`src/rtl/if_fetch_unit.sv`:
```
// if_fetch_unit: owns the PC, issues word fetches over a req/gnt/rvalid handshake and
// buffers returned words in an in-order prefetch FIFO presented to the IF/ID register.
module if_fetch_unit #(
  parameter logic [31:0] RESET_PC   = 32'h0000_0000,
  parameter int unsigned FIFO_DEPTH = 2
) (
  input  logic        clk,
  input  logic        rst,
  input  logic        stall_i,
  input  logic        branch_flag_i,
  input  logic [31:0] branch_target_i,
  output logic        mem_req_o,
  output logic [31:0] mem_addr_o,
  input  logic        mem_gnt_i,
  input  logic        mem_rvalid_i,
  input  logic [31:0] mem_rdata_i,
  output logic        if_valid_o,
  output logic [31:0] if_pc_o,
  output logic [31:0] if_inst_o
);

  localparam int unsigned AW = $clog2(FIFO_DEPTH);
  localparam int unsigned CW = AW + 1;
  localparam logic [CW-1:0] DEPTH_C = CW'(FIFO_DEPTH);

  typedef enum logic [1:0] {
    BOOT,
    FETCH,
    DRAIN
  } state_t;

  state_t        state, state_nxt;
  logic [31:0]   fetch_pc, fetch_pc_nxt;
  logic [CW-1:0] inflight, inflight_nxt;
  logic [CW-1:0] drop_cnt, drop_cnt_nxt;
  logic [CW-1:0] fifo_cnt, fifo_cnt_nxt;
  logic [AW-1:0] rd_ptr, wr_ptr;
  logic [AW-1:0] tag_rd, tag_wr;
  logic [31:0]   pc_q   [FIFO_DEPTH];
  logic [31:0]   inst_q [FIFO_DEPTH];
  logic [31:0]   tag_q  [FIFO_DEPTH];
  logic          grant, rsp, push, pop;

  always_comb begin
    pop  = (fifo_cnt != '0) && !stall_i && !branch_flag_i;
    rsp  = mem_rvalid_i && (inflight != '0);
    push = rsp && (drop_cnt == '0) && !branch_flag_i;

    // A slot freed by this cycle's pop is reusable at once; without that credit a
    // two-entry FIFO cannot sustain one word per cycle at single-cycle latency.
    mem_req_o  = (state == FETCH) && !branch_flag_i &&
                 ((inflight + fifo_cnt - CW'(pop)) < DEPTH_C);
    mem_addr_o = mem_req_o ? fetch_pc : '0;
    grant      = mem_req_o && mem_gnt_i;

    inflight_nxt = inflight + CW'(grant) - CW'(rsp);
    fifo_cnt_nxt = fifo_cnt + CW'(push) - CW'(pop);
    fetch_pc_nxt = fetch_pc;
    drop_cnt_nxt = drop_cnt;
    state_nxt    = state;

    if (grant) begin
      fetch_pc_nxt = fetch_pc + 32'd4;
    end
    if (rsp && (drop_cnt != '0)) begin
      drop_cnt_nxt = drop_cnt - CW'(1);
    end

    unique case (state)
      BOOT:    state_nxt = FETCH;
      FETCH:   if (branch_flag_i && (inflight_nxt != '0)) state_nxt = DRAIN;
      DRAIN:   if (!branch_flag_i && (drop_cnt_nxt == '0)) state_nxt = FETCH;
      default: state_nxt = BOOT;
    endcase

    // Every request still outstanding after this edge belongs to the old path.
    if (branch_flag_i) begin
      fetch_pc_nxt = branch_target_i & ~32'h3;
      drop_cnt_nxt = inflight_nxt;
      fifo_cnt_nxt = '0;
    end
  end

  always_ff @(posedge clk or negedge rst) begin
    if (!rst) begin
      state    <= BOOT;
      fetch_pc <= RESET_PC;
      inflight <= '0;
      drop_cnt <= '0;
      fifo_cnt <= '0;
      rd_ptr   <= '0;
      wr_ptr   <= '0;
      tag_rd   <= '0;
      tag_wr   <= '0;
    end else begin
      state    <= state_nxt;
      fetch_pc <= fetch_pc_nxt;
      inflight <= inflight_nxt;
      drop_cnt <= drop_cnt_nxt;
      fifo_cnt <= fifo_cnt_nxt;
      if (branch_flag_i) begin
        rd_ptr <= '0;
        wr_ptr <= '0;
      end else begin
        if (push) wr_ptr <= wr_ptr + AW'(1);
        if (pop)  rd_ptr <= rd_ptr + AW'(1);
      end
      // Tags track every outstanding request, stale ones included, so never flush.
      if (grant) tag_wr <= tag_wr + AW'(1);
      if (rsp)   tag_rd <= tag_rd + AW'(1);
    end
  end

  always_ff @(posedge clk) begin
    if (grant) begin
      tag_q[tag_wr] <= fetch_pc;
    end
    if (push) begin
      pc_q[wr_ptr]   <= tag_q[tag_rd];
      inst_q[wr_ptr] <= mem_rdata_i;
    end
  end

  assign if_valid_o = (fifo_cnt != '0);
  assign if_pc_o    = if_valid_o ? pc_q[rd_ptr]   : '0;
  assign if_inst_o  = if_valid_o ? inst_q[rd_ptr] : '0;

  a_no_overflow: assert property (@(posedge clk) disable iff (!rst)
    !(push && !pop && (fifo_cnt == DEPTH_C)));

  a_no_orphan_rvalid: assert property (@(posedge clk) disable iff (!rst)
    !(mem_rvalid_i && (inflight == '0)));

endmodule

```
`config.mk`:
```
export PLATFORM = sky130hd
export DESIGN_NAME = if_fetch_unit
export DESIGN_NICKNAME = d
export VERILOG_FILES = /design/src/rtl/if_fetch_unit.sv
export SDC_FILE = /design/constraint.sdc
export NUM_CORES = 1
export LEC_CHECK = 0
export ABC_AREA = 1
export ABC_CLOCK_PERIOD_IN_PS = 10500
export CORE_MARGIN = 5
export CORE_UTILIZATION = 40
export DETAILED_ROUTE_END_ITERATION = 8
export PLACE_DENSITY = 0.6
export SYNTH_ARGS = -nofsm -noshare
export SYNTH_HDL_FRONTEND = slang
export SYNTH_SLANG_ARGS = --single-unit
export TNS_END_PERCENT = 20
```
`constraint.sdc`:
```
create_clock -name clk -period 10.5 [get_ports clk]
set_input_delay 1.05 -clock clk [delete_from_list [all_inputs] [get_ports clk]]
set_output_delay 1.05 -clock clk [all_outputs]
set_load 0.02 [all_outputs]
```
# [Word level (Yosys, flattened, before mapping)]
# Memories as Yosys holds them, arrays and structs flattened.
# Index checks and enable logic that the tools add are counted.
[totals] memories=3 rom_bits=0 latch_bits=0 ff_bits=44 input_bits=70 ram_bits=192 output_inout_bits=98
[memory_table] name="inst_q" depth=2 width=32 read_ports=1 rd_ports_with_merged_regs=0 wr=1 line_no="40" source="logic [31:0] inst_q [FIFO_DEPTH];"
[memory_table] name="pc_q" depth=2 width=32 read_ports=1 rd_ports_with_merged_regs=0 wr=1 line_no="39" source="logic [31:0] pc_q [FIFO_DEPTH];"
[memory_table] name="tag_q" depth=2 width=32 read_ports=1 rd_ports_with_merged_regs=0 wr=1 line_no="41" source="logic [31:0] tag_q [FIFO_DEPTH];"
[classes] n_div=0 n_eq_ne=4 shift=0 n_bitwise=0 mux=19 n_mul=0 n_reduce_logical=24 n_lt_le_gt_ge=1 n_addsub=12
[ops] operator="32-bit two-way mux" n=5
[ops] operator="32-bit by 3-bit adder with 32-bit output, second input constant" n=1
[ops] operator="2-bit nonzero test" n=7
[ops] operator="1-bit logical AND" n=11
[ops] operator="2-bit two-way mux" n=5
[ops] operator="1-bit two-way mux" n=8
[ops] operator="2-bit zero test" n=3
[ops] operator="2-bit one-hot mux with 3 select lines" n=1
[ops] operator="2-bit by 1-bit subtractor with 2-bit output" n=3
[ops] operator="1-bit adder, second input constant" n=4
[ops] operator="2-bit by 1-bit adder with 2-bit output" n=2
[ops] operator="2-bit adder" n=1
[ops] operator="2-bit by 1-bit == test with 1-bit output, second input constant" n=1
[ops] operator="2-bit == test, second input constant" n=1
[ops] operator="1-bit zero test" n=2
[ops] operator="2-bit < comparator, second input constant" n=1
[ops] operator="2-bit by 1-bit inequality test with 1-bit output, second input constant" n=1
[ops] operator="2-bit inequality test, second input constant" n=1
[ops] operator="2-bit AND reduction" n=1
[ops] operator="2-bit by 1-bit subtractor with 2-bit output, second input constant" n=1

# [Longest topological paths before layout]
[logic_depth] depth_word=13 mapped_depth=22 depth_no_buf=21

# [Least setup slack after synthesis]
# No wires, ideal clock.
[synth_path] kind="input-to-reg" from="in branch_flag_i" to="mem inst_q[1][0] (enable)" cell_stages=5 slack_ns=4.088 required_ns=9.941 setup_ns=0.559 n_path_buf=2 t_arrival_ns=5.853 cell_sequence="buf_2 > inv_1 > buf_2 > nand2_1 > nor3_1"
[synth_between] elab_chain_len=4
[synth_lines] element="from (decl)" line_no="10" source="input logic branch_flag_i,"
[synth_lines] element="1-bit zero test" line_no="47" source="push = rsp && (drop_cnt == '0) && !branch_flag_i;"
[synth_lines] element="1-bit logical AND" line_no="47"
[synth_lines] element="1-bit two-way mux" line_no="118" source="if (push) begin"
[synth_lines] element="1-bit two-way mux (not written as such)" line_no="120" source="inst_q[wr_ptr] <= mem_rdata_i;"
[synth_lines] element="to (decl)" line_no="40"
# Every way passes these cells.

# [Final worst setup path]
[layout_path] from="reg fifo_cnt[0]" to="out mem_addr_o[28]"
[layout_between] elab_chain_len=7
[layout_lines] element="from (decl)" line_no="36" source="logic [CW-1:0] fifo_cnt, fifo_cnt_nxt;"
[layout_lines] element="from (signal assigned)" line_no="100" source="fifo_cnt <= fifo_cnt_nxt;"
[layout_lines] element="parallel branches: the longest is 3 deep, another holds 2-bit adder"
[layout_lines] element="2-bit by 1-bit subtractor with 2-bit output (*)" line_no="52" source="((inflight + fifo_cnt - CW'(pop)) < DEPTH_C);"
[layout_lines] element="2-bit < comparator (*)" line_no="52"
[layout_lines] element="1-bit logical AND (*)" line_no="51" source="mem_req_o = (state == FETCH) && !branch_flag_i &&"
[layout_lines] element="32-bit two-way mux (*)" line_no="53" source="mem_addr_o = mem_req_o ? fetch_pc : '0;"
[layout_lines] element="to (decl)" line_no="13" source="output logic [31:0] mem_addr_o,"
# Every way passes the cells marked *.

==> impl_metrics.ini <==
[outcome]
status = complete, no violations

[die]
dieArea_sq_um = 28070
io_pins = 168
num_rows = 57
die_w_um = 167.5
die_h_um = 167.5
core_area_sq_um = 24390
initial_utilization_pct = 40.70

[global_routing]
grt_pass1_vias = 6905
grt_max_degree = 65
antenna_found_initial = 0
grt_pass1_wl_mm = 36.98
grt_overflow_total = 0
grt.total_usage_pct = 16.06

[critical_path]
worstSetupEndpointType = output pin
crit_family = buffers and inverters
crit_required_ns = 9.45
cp_cell_sequence = nor2_4 > buf_4 > nor2_1 > inv_1 > nor2_1 > ha_1 > inv_1 > nand2_1 > nand2_1 > nand3_1 > nand2_2 > nand2_1 > nor2_1 > clkdlybuf4s50_1
max_stage_delay_ns = 0.66
cp-start-kind = register
crit_slowest_cell = clkdlybuf4s50_1
crit_arrival_ns = 4.18
worstSetupPathType = reg2out
path_max_fanout = 64
critical_path_buf_inv_count = 4

[yosys]
syn_inst = 1003
syn_avg_cell_area_sq_um = 9.897
yosysWarnings = 0
synth_cell_types = 29
synth-seq-cells = 226
synth_area_sq_um = 9927
ys_seq_area_share_pct = 66.25

[clocking]
cts_max_level = 1
cts_root_buffer = clkbuf_16
cts.sinks = 226
hold_buffers = 0
numCtsBuffers = 24
insertion_delay_ns = 0.52
cts_setup_buffers = 0
cts_tree = built
cts_resized = 0
cts_buffer_depth = 3
clk_pin_slew_ns = 0.06

[sta]
min_period_ns = 5.226
rsz0062_at_grt = false
worstMarginPinSlew_ns = 1.088
setup_viol = 0
setup_tns_ns = 0
fin_crit_sh_pct = 49.77
drv_slew = 0
clock.fmax_mhz = 191.3
worst_hold_slack_ns = 0.5284
finClkSkew_ns = 0.01386
hold_viol = 0
maxSlewHeadroom_pct = 27.41

[route]
routed_wirelength_mm = 22.79
via_count = 7098
drtIter0Drc = 558
drtAntennaViolNets = 0
first_pass_iters = 4
vias_per_cell = 4.726
wl_per_cell_um = 15.17
drc_errors = 0

[place]
port_buffers = 161
gp_congestion = 0.8591
place_inst = 1457
dp_hpwl_mm = 14.49

[pwr]
ir_worst_vdd_mv = 0.08985
combPwrFrac_pct = 25.5
p_leak_nw = 4.895
clockPowerShare_pct = 31.2
p_seq_share_pct = 43.3
switchingPower_w = 0.0008464
power_density_nw_per_um2 = 214.0
power.internal_w = 0.001863
swShare_pct = 31.24
total_power_w = 0.002709

[layout]
area_delta_synth_final_pct = 27.55
ff_latch_area_sq_um = 6578
layout_commonest_cell = nand2_1
nets = 1236
drive_gt1_share_pct = 6.287
final-instance-count-excl-fill = 1502
fillCellCount = 2222
final_cell_mix = nand2_1, edfxtp_1, clkdlybuf4s50_1
multiInputGateArea_sq_um = 2952

[worst_hold_path]
hold_path_class = reg2reg

[run]
maxCapViolCount = 0
-- power by group through the flow --
stage	Clock, W	Sequential [W]	Combinational, W
detailed placement	0	0.00119	0.000701
global placement	0	0.00119	0.000692
global route	0.000908	0.00118	0.000775
floorplan	0	0.00117	0.000433
finish	0.000845	0.00117	0.000691
CTS	0.000868	0.00117	0.000703
-- worst register-to-register path: cells and delay by family, from the launching register on --
kind	cells	cell delay, ns
AND/OR/NAND/NOR	9	0.95
XOR/XNOR	2	0.41
buffers and inverters	4	0.84
flip-flops	1	0.43
AO/OA/AOI/OAI	2	0.20
adder cells (fa/ha/maj)	3	0.86
-- per-stage QoR --
stage                     util (%)  setup slack [ns]  cell area (sq um)
after floorplan                  -             4.088               9938
after global placement       48.61             5.440              11860
after detailed placement     48.61             5.291              11860
after CTS                    51.90             5.201              12660
after global routing         51.90             4.896              12660
final                        51.91             5.274              12660
-- state kept, by name (all words and copies together) (netlist names), 2 cells and up --
name	count
fifo_cnt	2
pc_q	60
inflight	2
drop_cnt	2
inst_q	64
fetch_pc	30
tag_q	60
state	2
-- synth_stat cells --
library cell | n | area (sq um)
nor3_1 | 1 | 5.000
o22ai_1 | 1 | 6.260
ha_1 | 7 | 87.58
o21a_1 | 4 | 30.03
inv_1 | 64 | 240.2
buf_4 | 7 | 52.55
a21oi_1 | 63 | 315.3
clkbuf_1 | 24 | 90.09
o21ai_0 | 26 | 130.1
buf_2 | 8 | 40.04
nor2_2 | 6 | 37.54
nand3_4 | 1 | 17.52
xor2_1 | 8 | 70.07
nor2_1 | 90 | 337.8
a31oi_1 | 4 | 25.02
dfrtp_1 | 42 | 1051
nand3_2 | 1 | 10.01
conb_1 | 1 | 3.750
nand4_1 | 3 | 18.77
o21ai_1 | 1 | 5.000
buf_1 | 4 | 15.01
nand3_1 | 59 | 295.3
xnor2_1 | 2 | 17.52
nand2_1 | 379 | 1423
inv_2 | 2 | 7.510
or2_2 | 7 | 43.79
edfxtp_1 | 184 | 5525
nand3b_1 | 1 | 7.510
nand2_2 | 3 | 18.77
-- final timing paths --
| path | end | start | cells after the start | slack, ns |
|---|---|---|---|---|
| worst max-delay path | mem_addr_o[28] | fifo_cnt[0] | 14 | 5.27 |
| worst min-delay path | pc_q[0][30] | tag_q[0][30] | 2 | 0.53 |
| worst max register to register | state[1] | fifo_cnt[0] | 20 | 6.68 |
| worst min register to register | pc_q[0][30] | tag_q[0][30] | 2 | 0.53 |
| max in group asynchronous | rd_ptr | rst | 2 | 9.44 |
| min in group asynchronous | fetch_pc[24] | rst | 2 | 0.62 |
-- cells by family (layout without fill, tap and decap cells) --
group	count (synthesis)	in the layout	share of synthesized area, %
AOI/OAI and AO/OA	99	99	5.155
and+or+nand+nor	551	551	22.31
buffers and inverters	109	280	4.487
adders and majority gates	7	7	0.8822
xor gates and xnor gates	10	10	0.8823
DFF	226	226	66.25
other	1	5	0.03778
-- cell type report --
cell class	count	area share, %
antenna	1	0.01976
clock inverter	10	0.8202
timing repair buffer	170	13.22
clock buffer	34	5.524
tap	324	3.202
multi-input combinational	671	23.31
inverter	66	1.957
sequential	226	51.95
-- metal layers --
layer / GRT usage (%) / up-vias / wire, um
met4: 3.811 / 0 / 379
met3: 3.560 / 29 / 1525
li1: - / 3616 / -
met5: 0 / - / 0
met1: 23.30 / 3231 / 11060
met2: 24.86 / 222 / 9823
Note: power is estimated with default switching activity, not from simulation.
